$ cat src/rtl/vram_arbiter.sv
// Single-port VRAM arbiter: display fetch has priority, host read/write alternate,
// with a bounded-starvation force for the host. Optional counters: VRAM_ARB_STATS_EN.
module vram_arbiter #(
  parameter int ADDR_W   = 17,
  parameter int DATA_W   = 16,
  parameter int MAX_WAIT = 8
) (
  input  logic              clk,
  input  logic              reset,
  input  logic              disp_valid,
  input  logic [ADDR_W-1:0] disp_addr,
  output logic              disp_ready,
  output logic [DATA_W-1:0] disp_rdata,
  output logic              disp_rvalid,
  input  logic              wr_valid,
  input  logic [ADDR_W-1:0] wr_addr,
  input  logic [DATA_W-1:0] wr_data,
  output logic              wr_ready,
  input  logic              rd_valid,
  input  logic [ADDR_W-1:0] rd_addr,
  output logic              rd_ready,
  output logic [DATA_W-1:0] rd_data,
  output logic              rd_rvalid,
  output logic              mem_en,
  output logic              mem_we,
  output logic [ADDR_W-1:0] mem_addr,
  output logic [DATA_W-1:0] mem_wdata,
  input  logic [DATA_W-1:0] mem_rdata
`ifdef VRAM_ARB_STATS_EN
  ,
  output logic [15:0]       stat_disp_stall,
  output logic [15:0]       stat_force
`endif
);

  localparam logic [1:0] OWN_NONE = 2'd0;
  localparam logic [1:0] OWN_DISP = 2'd1;
  localparam logic [1:0] OWN_RD   = 2'd2;
  localparam logic [7:0] MAX_W    = 8'(MAX_WAIT);

  logic       force_q;
  logic       last_host;
  logic [7:0] wait_cnt;
  logic [7:0] wait_nxt;
  logic [1:0] own_s1;
  logic [1:0] own_s2;
  logic       host_pend;
  logic       host_xfer;
  logic       pick_wr;
  logic       pick_rd;

  // last_host = 1 means the read channel was served last, so a write wins the tie
  assign host_pend  = wr_valid | rd_valid;
  assign pick_wr    = wr_valid & (~rd_valid | last_host);
  assign pick_rd    = rd_valid & ~pick_wr;
  assign disp_ready = disp_valid & ~force_q;
  assign wr_ready   = pick_wr & ~disp_ready;
  assign rd_ready   = pick_rd & ~disp_ready;
  assign host_xfer  = wr_ready | rd_ready;

  always_comb begin
    wait_nxt = wait_cnt;
    if (host_xfer)
      wait_nxt = 8'd0;
    else if (host_pend && (wait_cnt != MAX_W))
      wait_nxt = wait_cnt + 8'd1;
  end

  always_ff @(posedge clk or negedge reset) begin
    if (!reset) begin
      wait_cnt  <= 8'd0;
      force_q   <= 1'b0;
      last_host <= 1'b1;
    end else begin
      wait_cnt <= wait_nxt;
      force_q  <= (wait_nxt == MAX_W);
      if (wr_ready)
        last_host <= 1'b0;
      else if (rd_ready)
        last_host <= 1'b1;
    end
  end

  // RAM command stage; address/data hold when idle
  always_ff @(posedge clk or negedge reset) begin
    if (!reset) begin
      mem_en    <= 1'b0;
      mem_we    <= 1'b0;
      mem_addr  <= '0;
      mem_wdata <= '0;
    end else begin
      mem_en <= disp_ready | wr_ready | rd_ready;
      mem_we <= wr_ready;
      if (wr_ready) begin
        mem_addr  <= wr_addr;
        mem_wdata <= wr_data;
      end else if (rd_ready) begin
        mem_addr <= rd_addr;
      end else if (disp_ready) begin
        mem_addr <= disp_addr;
      end
    end
  end

  // Read-owner tags travel alongside the RAM's one-cycle read latency
  always_ff @(posedge clk or negedge reset) begin
    if (!reset) begin
      own_s1 <= OWN_NONE;
      own_s2 <= OWN_NONE;
    end else begin
      own_s1 <= disp_ready ? OWN_DISP : (rd_ready ? OWN_RD : OWN_NONE);
      own_s2 <= own_s1;
    end
  end

  assign disp_rdata  = mem_rdata;
  assign rd_data     = mem_rdata;
  assign disp_rvalid = (own_s2 == OWN_DISP);
  assign rd_rvalid   = (own_s2 == OWN_RD);

`ifdef VRAM_ARB_STATS_EN
  always_ff @(posedge clk or negedge reset) begin
    if (!reset) begin
      stat_disp_stall <= 16'd0;
      stat_force      <= 16'd0;
    end else begin
      if (disp_valid && !disp_ready && (stat_disp_stall != 16'hFFFF))
        stat_disp_stall <= stat_disp_stall + 16'd1;
      if (force_q && host_xfer && (stat_force != 16'hFFFF))
        stat_force <= stat_force + 16'd1;
    end
  end
`endif

endmodule
$ cat config.mk
export PLATFORM = sky130hd
export DESIGN_NAME = vram_arbiter
export DESIGN_NICKNAME = d
export VERILOG_FILES = /design/src/rtl/vram_arbiter.sv
export SDC_FILE = /design/constraint.sdc
export NUM_CORES = 1
export LEC_CHECK = 0
export CAP_MARGIN = 15
export CORE_ASPECT_RATIO = 0.5
export CORE_UTILIZATION = 38
export CTS_CLUSTER_SIZE = 8
export DETAILED_ROUTE_END_ITERATION = 16
export PLACE_DENSITY = 0.91
export SLEW_MARGIN = 20
export SYNTH_ARGS = -nofsm -noshare
export SYNTH_HDL_FRONTEND = slang
export SYNTH_SLANG_ARGS = --single-unit
$ cat constraint.sdc
create_clock -name clk -period 2.2 [get_ports clk]
set_input_delay 0.44 -clock clk [delete_from_list [all_inputs] [get_ports clk]]
set_output_delay 0.44 -clock clk [all_outputs]
set_load 0.02 [all_outputs]
* Word level (Yosys, flattened, before mapping)
Index checks and enable logic that the tools add are counted.
** Operators by class
- $add $sub $neg :: 1
- Equality and inequality tests :: 4
- Multiplexer cells :: 9
- Bitwise operators :: 14
- Reduce and logical (&&, ||, !) cells :: 3
** Operators with widths (number)
- $mux W17 :: 3
- $mux W8 :: 2
- $add A8 B1 Y8 const B :: 1
- $eq A8 B4 Y1 const B :: 1
- $ne A8 B4 Y1 const B :: 1
- $and A1 B1 Y1 :: 5
- $or A1 B1 Y1 :: 5
- $mux W2 :: 2
- $not A1 Y1 :: 4
- $reduce_bool A3 Y1 :: 1
- $eq A2 B1 Y1 const B :: 1
- $eq A2 B2 Y1 const B :: 1
- $mux W1 :: 2
- $reduce_bool A2 Y1 :: 1
- $logic_and A1 B1 Y1 :: 1
** Word-level totals
- Flip-flop bits (word level) :: 49
- Input bits :: 88
- Output and inout bits :: 72
- Logic and storage cells :: 40

* Logic depth before layout (Yosys ltp)
Gate-level depths: netlist of the first run.
- Depth after elaboration :: 9
- Mapped depth :: 7
- Mapped depth without buffers :: 6

* Worst setup path before layout of the first run
OpenSTA, ideal clock, no wires.
- Path type :: input port to output port
- From :: in disp_valid
- To :: out wr_ready
- Arrival time :: 1.335 ns
- Required time :: 1.760 ns
- Path slack :: 0.425 ns
- Stages :: 4
- Path buffers :: 1
- Path through :: nand2b_1 nand3_1 inv_2 clkbuf_1
** On the way
- Word-level cells in the longest chain between the ends :: 3
** RTL lines
- start, declared :: line 10 : input logic disp_valid,
- $and A1 B1 Y1 :: line 56 : assign disp_ready = disp_valid & ~force_q;
- $not A1 Y1 :: line 57 : assign wr_ready = pick_wr & ~disp_ready;
- $and A1 B1 Y1 :: line 57
- end, declared :: line 18 : output logic wr_ready,
Every way passes these cells.

* Worst setup path after layout of the first run
- From :: in rd_valid
- To :: out rd_ready
** On the way
- Word-level cells in the longest chain between the ends :: 6
** RTL lines
- start, declared :: line 19 : input logic rd_valid,
- $not A1 Y1 :: line 54 : assign pick_wr = wr_valid & (~rd_valid | last_host);
- $or A1 B1 Y1 :: line 54
- $and A1 B1 Y1 :: line 54
- $not A1 Y1 :: line 55 : assign pick_rd = rd_valid & ~pick_wr;
- $and A1 B1 Y1 (*) :: line 55
- $and A1 B1 Y1 (*) :: line 58 : assign rd_ready = pick_rd & ~disp_ready;
- end, declared :: line 21 : output logic rd_ready,
Every way passes the cells marked *; elsewhere a longest branch is shown, timed or not.

==> impl_metrics.yaml, run 1 <==
worst_setup_path:
  worstSetupStartpointType: "input pin"
  crit_path_end_kind: "output port"
  cell_breakdown_of_the_critical_path: "clkdlybuf4s50_1, a21boi_1, nand2_1, inv_1, clkdlybuf4s15_1"
  timing.critical_path.arrival_ns: 1.63
  worst-setup-path-type: "in -> out"
  cp_bufs_invs: 3
  timing.critical_path.required_ns: 1.76
  worst_path_max_delay_cell: "sky130_fd_sc_hd__clkdlybuf4s50_1"
  critical-path-max-stage-delay_ns: 0.53
  cp_top_family: "buffers and inverters"
  critPathMaxFanout: 3
pwr:
  cell_internal_pwr_mw: 2.04
  clkPwrFrac_pct: 31.2
  power.ir.vdd_worst_mv: 0.497
  p_sw_mw: 0.829
  power.static_leakage_nw: 1.71
  comb_power_share_pct: 29.7
  swShare_pct: 28.9
  p_per_area_nw_per_um2: 741
  power_frac_seq_pct: 39.1
global_routing:
  grt_first_pass_wirelength_um: 11300
  grt_pass1_vias: 2259
  antenna_found_initial: 0
  grt_util_all_layers_pct: 20.0
  grt_max_degree: 35
  global_route.overflow_total: 0
clock_network:
  cts_root_buffer: "sky130_fd_sc_hd__clkbuf_16"
  postCtsHoldBufs: 0
  cts_sinks: 49
  htree_levels: 2
  worstSkewPairLatency_ns: 0.28
  clkSlewWorstSetupHoldPaths_ns: 0.06
  cts_buffers: 5
  tritoncts: "done"
  post_cts_buffers: 0
  clk_path_buf_depth: 2
floorplan:
  core_area_um2: 6750
  fp-row-count: 21
  starting_density_pct: 39.6
  num_io_pins: 160
  dieHeight_um: 61.3
  die-area_um2: 7400
  horizontal_extent_of_the_die_um: 121
routing:
  route.vias.total: 2387
  first_pass_iters: 4
  number_of_design_rule_violations_left_after_detail_routing: 0
  route.detailed.vias_per_inst: 5.00
  detail_route.iter0.violations: 182
  drt-wirelength-per-cell_um: 15.1
  final_routed_wirelength_across_all_metal_layers_um: 7210
  detail-route-antenna-nets: 0
synthesis:
  mappedNetlistNets: 390
  yosys_register_bits: 49
  yosys_warnings: 0
  synth.top_cells.by_area: "sky130_fd_sc_hd__dfrtp_1, sky130_fd_sc_hd__nand2_1, sky130_fd_sc_hd__buf_4"
  library_cell_occupying_the_most_area_in_the_post_synthesis_netlist: "sky130_fd_sc_hd__dfrtp_1"
  synth-edff-count: 0
  postSynth.asyncResetShare_pct: 100
  synth_flop_cell: "sky130_fd_sc_hd__dfrtp_1"
  synth_seq_area_share_pct: 45.9
  synth_cells: 300
  yosys.area.top_type_share_pct: 44.9
  combined_area_of_all_synthesized_cells_um2: 2680
  ys_types: 48
  avgSynthCellArea_um2: 8.92
finish:
  syn_to_final_growth_pct: 44.6
  post-route-util_pct: 57.3
  num-fill-cells: 541
  post_route_cells_drive_above_1_share_pct: 9.61
  finish.net_count: 474
  antennaDiodeCount: 0
  fin_cells: 477
sta:
  least_margin_pin_slew_ns: 0.667
  final.min_clock_period_ns: 2.07
  rsz_0062_raised_after_global_routing: "no"
  highest_clock_rate_mhz: 482
  clock-skew-final_ns: 0.00351
  total_count_of_max_transition_violations_in_the_final_report: 0
  finalHoldViolCount: 0
  min_period_over_period_pct: 94.2
  timing.max_slew.rel_slack_pct: 55.5
  final.setup.tns_ns: 0
  setup_violations: 0
place:
  io_buffers: 111
  dp_hpwl_um: 5070
  global_placement_routability_congestion: 0.839
  placed_cells: 469
status:
  outcome: "complete, no violations"
min_path:
  hold_path.class: "in -> async"
job:
  max_cap_viol_count: 0
final cells by class:
cell class | instances | area [um^2] | area share, %
flip-flops and latches | 49 | 1230 | 31.7
clock inverters | 2 | 37.5 | 0.970
inverters | 9 | 33.8 | 0.873
multi-input cells | 193 | 1100 | 28.5
repair buffers | 126 | 1220 | 31.4
well taps | 92 | 115 | 2.97
clock buffers | 6 | 139 | 3.59
cell families (layout without fill, tap and decap cells):
family,Yosys count,after routing,share of synthesized area (%)
XOR/XNOR,6,6,1.96
multiplexers,1,1,0.374
flip-flops,49,49,45.9
buffers and inverters,58,143,13.0
AND/OR/NAND/NOR,116,116,21.5
adder cells (fa/ha/maj),2,2,0.935
AO/OA/AOI/OAI,68,68,16.4
path summary, 6_finish.rpt:
check / startpoint / endpoint / slack [ns] / cells past startpoint
worst max-delay path: rd_valid / rd_ready / 0.13 / 5
max in group asynchronous: reset / mem_addr[16] / 1.38 / 2
worst min register to register: own_s1[1] / own_s2[1] / 0.36 / 0
worst min-delay path: reset / mem_addr[2] / 0.19 / 1
worst max register to register: wait_cnt[0] / force_q / 0.46 / 6
min in group clk: own_s1[1] / own_s2[1] / 0.36 / 0
power by group through the flow:
stage	clock [mW]	sequential, mW	combinational [mW]
after floorplan	0	1.26	0.352
after global placement	0	1.13	0.840
after detailed placement	0	1.14	0.857
after CTS	0.912	1.12	0.859
after global routing	0.955	1.14	0.921
final	0.894	1.12	0.853
sequential cells by signal (all words and copies together), names as in the netlist:
signal,cells
force_q,1
last_host,1
mem_addr,17
mem_en,1
mem_wdata,16
mem_we,1
own_s1,2
own_s2,2
wait_cnt,8
per-stage QoR:
step / setup WS, ns / total power [mW] / hold slack, ns / area [um^2]
finish: 0.127 / 2.87 / 0.185 / 3870
global route: 0.0238 / 3.01 / 0.231 / 3870
CTS: 0.105 / 2.89 / 0.202 / 3870
detailed placement: -0.138 / 1.99 / 0.341 / 3700
global placement: -0.108 / 1.97 / 0.333 / 3700
floorplan: 0.425 / 1.61 / 0.144 / 2680
synthesized netlist by cell type, types with 2 or more instances:
cell type,n
sky130_fd_sc_hd__nand2_1,69
sky130_fd_sc_hd__buf_4,32
sky130_fd_sc_hd__or2_1,2
sky130_fd_sc_hd__nand2b_1,2
sky130_fd_sc_hd__nand3b_1,2
sky130_fd_sc_hd__inv_2,3
sky130_fd_sc_hd__a211oi_1,17
sky130_fd_sc_hd__nor2_1,7
sky130_fd_sc_hd__xor2_1,2
sky130_fd_sc_hd__xnor2_1,4
sky130_fd_sc_hd__inv_1,6
sky130_fd_sc_hd__nand3_1,2
sky130_fd_sc_hd__o21ai_0,21
sky130_fd_sc_hd__clkbuf_1,14
sky130_fd_sc_hd__and3_1,19
sky130_fd_sc_hd__nor2b_1,2
sky130_fd_sc_hd__ha_1,2
sky130_fd_sc_hd__o21ai_1,17
sky130_fd_sc_hd__dfrtp_1,48
per-layer routing:
metal | vias up | GRT usage, % | share of wire, %
li1 | 1164 | - | -
met1 | 1115 | 23.6 | 42
met5 | - | 0 | 0
met2 | 88 | 36.9 | 51
met3 | 20 | 4.81 | 4.3
met4 | 0 | 7.58 | 2.3
placed cells by master, fill, tap and decap left out, types with 2 or more instances in the layout:
cell type,n
sky130_fd_sc_hd__a211oi_1,17
sky130_fd_sc_hd__and3_1,19
sky130_fd_sc_hd__buf_4,15
sky130_fd_sc_hd__clkbuf_16,5
sky130_fd_sc_hd__clkdlybuf4s50_1,107
sky130_fd_sc_hd__dfrtp_1,48
sky130_fd_sc_hd__dlygate4sd2_1,2
sky130_fd_sc_hd__ha_1,2
sky130_fd_sc_hd__inv_1,6
sky130_fd_sc_hd__inv_2,3
sky130_fd_sc_hd__nand2_1,69
sky130_fd_sc_hd__nand2b_1,2
sky130_fd_sc_hd__nand3_1,2
sky130_fd_sc_hd__nand3b_1,2
sky130_fd_sc_hd__nor2_1,7
sky130_fd_sc_hd__nor2b_1,2
sky130_fd_sc_hd__o21ai_0,21
sky130_fd_sc_hd__o21ai_1,17
sky130_fd_sc_hd__or2_1,2
sky130_fd_sc_hd__xnor2_1,4
sky130_fd_sc_hd__xor2_1,2
repair_timing:
item,CTS,global route
setup endpoints to repair,3,1
resized for setup,3,1
pin swaps,0,0
No activity file was read; power rests on OpenSTA's default activity.
==> inputs of run 2 (changes only) <==
==> constraint.sdc (replaced) <==
create_clock -name clk -period 2.3 [get_ports clk]
set_input_delay 0.46 -clock clk [delete_from_list [all_inputs] [get_ports clk]]
set_output_delay 0.46 -clock clk [all_outputs]
set_load 0.02 [all_outputs]
==> impl_metrics.yaml, run 2 (same netlist as run 1, synthesis figures left out) <==
finish:
  finish.net_count: 474
  regMostFlops: "mem_addr"
  layout.cells.most_common: "sky130_fd_sc_hd__clkdlybuf4s50_1"
  syn_to_final_growth_pct: 44.6
  post-route-util_pct: 57.3
  largestRegisters: "mem_addr (17), mem_wdata (16), wait_cnt (8)"
  post_route_cells_drive_above_1_share_pct: 9.61
  commonest_cells_after_routing_fill_and_taps_aside: "sky130_fd_sc_hd__clkdlybuf4s50_1, sky130_fd_sc_hd__nand2_1, sky130_fd_sc_hd__dfrtp_1, sky130_fd_sc_hd__o21ai_0, sky130_fd_sc_hd__and3_1"
  antennaDiodeCount: 0
  flip_flop_count_of_the_largest_register_after_layout: 17
  non_filler_cell_area_final_um2: 3870
global_routing:
  global_route.overflow_total: 0
  grt_max_degree: 35
  grt_pass1_vias: 2207
  antenna_found_initial: 0
  grt_util_all_layers_pct: 19.1
  grt_first_pass_wirelength_um: 10900
place:
  placement.cell_area_um2: 3700
  dp_hpwl_um: 5070
  io_buffers: 111
  global_placement_routability_congestion: 0.842
clock_network:
  cts_sinks: 49
  cts_buffers: 5
  clkSlewWorstSetupHoldPaths_ns: 0.06
  post_cts_buffers: 0
  worstSkewPairLatency_ns: 0.28
  clk_path_buf_depth: 2
  tritoncts: "done"
  ctsResizeCount: 3
  postCtsHoldBufs: 0
  htree_levels: 2
  cts_root_buffer: "sky130_fd_sc_hd__clkbuf_16"
routing:
  first_pass_iters: 4
  detail_route.iter0.violations: 124
  route.detailed.vias_per_inst: 4.91
  number_of_design_rule_violations_left_after_detail_routing: 0
  final_routed_wirelength_across_all_metal_layers_um: 6810
  route.vias.total: 2340
  detail-route-antenna-nets: 0
  drt-wirelength-per-cell_um: 14.3
sta:
  highest_clock_rate_mhz: 476
  min_period_over_period_pct: 91.3
  total_count_of_max_transition_violations_in_the_final_report: 0
  finalHoldViolCount: 0
  setup_violations: 0
  worst_hold_slack_ns: 0.199
  clock-skew-final_ns: 0.00404
  timing.max_slew.rel_slack_pct: 56.7
  final.min_clock_period_ns: 2.10
  least_margin_pin_slew_ns: 0.650
  rsz_0062_raised_after_global_routing: "no"
worst_setup_path:
  worstSetupStartpointType: "input pin"
  crit_path_end_kind: "output port"
  timing.critical_path.required_ns: 1.84
  timing.critical_path.arrival_ns: 1.64
  worst-setup-path-type: "in -> out"
  critPathMaxFanout: 3
pwr:
  power.static_leakage_nw: 1.72
  p_per_area_nw_per_um2: 708
  power.ir.vdd_worst_mv: 0.290
floorplan:
  die-area_um2: 7400
  horizontal_extent_of_the_die_um: 121
  dieHeight_um: 61.3
  fp-row-count: 21
  num_io_pins: 160
  core_area_um2: 6750
  starting_density_pct: 39.6
min_path:
  hold_path.class: "in -> async"
status:
  outcome: "complete, no violations"
job:
  max_cap_viol_count: 0
[run 2: final cells by class]
type	count	area [um^2]
flip-flops and latches	49	1230
fillers	552	2880
clock inverters	2	37.5
inverters	9	33.8
multi-input cells	193	1100
clock buffers	6	139
repair buffers	126	1210
well taps	92	115
[run 2: through the flow]
stage | instances | TNS [ns] | power (mW) | setup slack, ns
floorplan | 300 | 0 | 1.54 | 0.485
detailed placement | 469 | -0.171 | 1.90 | -0.0793
CTS | 477 | 0 | 2.76 | 0.192
global placement | 469 | -0.0932 | 1.88 | -0.0548
finish | 477 | 0 | 2.74 | 0.200
global route | 477 | 0 | 2.88 | 0.105
[run 2: power by group]
group	switching, mW	internal [mW]	leakage (nW)	total (mW)
combinational	0.390	0.420	1.03	0.810
sequential	0.0818	0.988	0.605	1.07
clock	0.315	0.543	0.0831	0.858
[run 2: metal layers]
| layer | vias to the layer above | GRT usage (%) | routed length, um |
|---|---|---|---|
| li1 | 1151 | - | - |
| met1 | 1099 | 23.1 | 2890 |
| met2 | 80 | 34.8 | 3520 |
| met3 | 10 | 5.09 | 334 |
| met4 | 0 | 5.64 | 62 |
| met5 | - | 0 | 0 |
[run 2: critical path, cell delays in order]
cell and delay (ns):
sky130_fd_sc_hd__clkdlybuf4s50_1 0.50, sky130_fd_sc_hd__a21boi_1 0.22, sky130_fd_sc_hd__nand2_1 0.10, sky130_fd_sc_hd__inv_1 0.05
sky130_fd_sc_hd__dlygate4sd2_1 0.32
[run 2: final timing paths]
| path | startpoint | to | slack [ns] | depth (start not counted) |
|---|---|---|---|---|
| worst min register to register | own_s1[1] | own_s2[1] | 0.35 | 0 |
| worst min-delay path | reset | mem_addr[2] | 0.20 | 1 |
| worst max register to register | wait_cnt[0] | force_q | 0.57 | 6 |
| min in group clk | own_s1[1] | own_s2[1] | 0.35 | 0 |
| max in group asynchronous | reset | mem_addr[5] | 1.49 | 2 |
| worst max-delay path | rd_valid | rd_ready | 0.20 | 5 |
==> inputs of run 3 (changes only) <==
--- a/config.mk
+++ b/config.mk
@@ -10,7 +10,7 @@
 export CORE_UTILIZATION = 38
 export CTS_CLUSTER_SIZE = 8
 export DETAILED_ROUTE_END_ITERATION = 16
-export PLACE_DENSITY = 0.91
+export PLACE_DENSITY = 0.81
 export SLEW_MARGIN = 20
 export SYNTH_ARGS = -nofsm -noshare
 export SYNTH_HDL_FRONTEND = slang
==> impl_metrics.yaml, run 3 (same netlist as run 1, synthesis figures left out) <==
status:
  outcome: "complete, no violations"
worst_setup_path:
  timing.critical_path.required_ns: 1.84
  worst-setup-path-type: "in -> out"
  cell_breakdown_of_the_critical_path: "clkdlybuf4s50_1, a21boi_1, nand2_1, inv_1, dlygate4sd2_1"
  worst_path_max_delay_cell: "sky130_fd_sc_hd__clkdlybuf4s50_1"
  critPathMaxFanout: 3
  worstSetupStartpointType: "input pin"
  r2r_setup_slack_ns: 0.56
  critical-path-max-stage-delay_ns: 0.50
  timing.critical_path.arrival_ns: 1.64
  r2r_cells: 6
  crit_path_end_kind: "output port"
clock_network:
  cts_sinks: 49
  clkSlewWorstSetupHoldPaths_ns: 0.07
  cts_buffers: 5
  worstSkewPairLatency_ns: 0.29
  clk_path_buf_depth: 2
  cts_root_buffer: "sky130_fd_sc_hd__clkbuf_16"
  tritoncts: "done"
  htree_levels: 2
place:
  dp_hpwl_um: 5040
  io_buffers: 111
  global_placement_routability_congestion: 0.832
  placement.cell_area_um2: 3680
finish:
  flip_flop_count_of_the_largest_register_after_layout: 17
  layout.cells.most_common: "sky130_fd_sc_hd__clkdlybuf4s50_1"
  regMostFlops: "mem_addr"
  syn_to_final_growth_pct: 43.1
  antennaDiodeCount: 0
  finish.net_count: 472
  non_filler_cell_area_final_um2: 3830
  commonest_cells_after_routing_fill_and_taps_aside: "sky130_fd_sc_hd__clkdlybuf4s50_1, sky130_fd_sc_hd__nand2_1, sky130_fd_sc_hd__dfrtp_1, sky130_fd_sc_hd__o21ai_0, sky130_fd_sc_hd__and3_1"
  post_route_cells_drive_above_1_share_pct: 9.14
  largestRegisters: "mem_addr (17), mem_wdata (16), wait_cnt (8)"
global_routing:
  antenna_found_initial: 0
  grt_max_degree: 35
  grt_pass1_vias: 2167
  grt_util_all_layers_pct: 18.9
  global_route.overflow_total: 0
  grt_first_pass_wirelength_um: 10800
floorplan:
  num_io_pins: 160
  core_area_um2: 6750
  horizontal_extent_of_the_die_um: 121
  die-area_um2: 7400
  fp-row-count: 21
  dieHeight_um: 61.3
  starting_density_pct: 39.6
job:
  max_cap_viol_count: 0
sta:
  clock-skew-final_ns: 0.00567
  min_period_over_period_pct: 91.1
  highest_clock_rate_mhz: 477
  final.min_clock_period_ns: 2.10
  least_margin_pin_slew_ns: 0.640
  worst_hold_slack_ns: 0.192
  total_count_of_max_transition_violations_in_the_final_report: 0
  timing.max_slew.rel_slack_pct: 57.3
  rsz_0062_raised_after_global_routing: "no"
  setup_violations: 0
  finalHoldViolCount: 0
routing:
  route.vias.total: 2295
  detail_route.iter0.violations: 81
  drt-wirelength-per-cell_um: 14.5
  first_pass_iters: 4
  final_routed_wirelength_across_all_metal_layers_um: 6890
  number_of_design_rule_violations_left_after_detail_routing: 0
  route.detailed.vias_per_inst: 4.83
  detail-route-antenna-nets: 0
min_path:
  hold_path.class: "in -> async"
pwr:
  power.ir.vdd_worst_mv: 0.330
  power.static_leakage_nw: 1.70
  p_per_area_nw_per_um2: 682
-- run 3: path summary, 6_finish.rpt --
| kind | to | start |
|---|---|---|
| setup / recovery | rd_ready | rd_valid |
| min in group clk | own_s2[1] | own_s1[1] |
| hold reg to reg | own_s2[1] | own_s1[1] |
| setup reg to reg | force_q | wait_cnt[0] |
| hold / removal | mem_addr[13] | reset |
| max in group asynchronous | mem_addr[12] | reset |
-- run 3: area by class of cell --
cell class / count / area [um^2]
clock buffer: 5 / 125
clock inverter: 3 / 22.5
fill: 589 / 2920
inverter: 9 / 33.8
multi-input combinational: 193 / 1100
sequential: 49 / 1230
tap: 92 / 115
timing repair buffer: 124 / 1200
-- run 3: stage by stage --
step                      instances  util, %  setup TNS [ns]  total power [mW]  worst slack [ns]
after global routing            475     56.7               0              2.75             0.134
after detailed placement        467     54.5         -0.0800              1.90           -0.0637
after floorplan                 300        -               0              1.54             0.485
final                           475     56.7               0              2.61             0.205
after global placement          467     54.5         -0.0613              1.89           -0.0424
after CTS                       475     56.7               0              2.64           0.00127
-- run 3: power breakdown --
group / internal [mW] / switching, mW
Combinational: 0.418 / 0.395
Sequential: 0.988 / 0.0793
Clock: 0.405 / 0.325
-- run 3: layer usage --
layer  wire length (um)  share of wire, %  track usage [%]  up-vias
met1               3090                45             24.3     1079
met3                231               3.4             2.96       14
li1                   -                 -                -     1150
met5                  0                 0                0        -
met2               3430                50             33.3       52
met4                140               2.0             6.70        0
-- run 3: critical path, delay by kind of cell --
family | cells | cell delay (ns)
simple gates | 1 | 0.09
compound gates | 1 | 0.21
buf+inv | 3 | 0.87
-- run 3: what timing repair did --
item,4_1_cts,5_1_grt
resized for setup,2,1
hold buffers,0,0
hold endpoints to repair,0,0
setup buffers,0,0
endpoints found under the setup margin,2,1
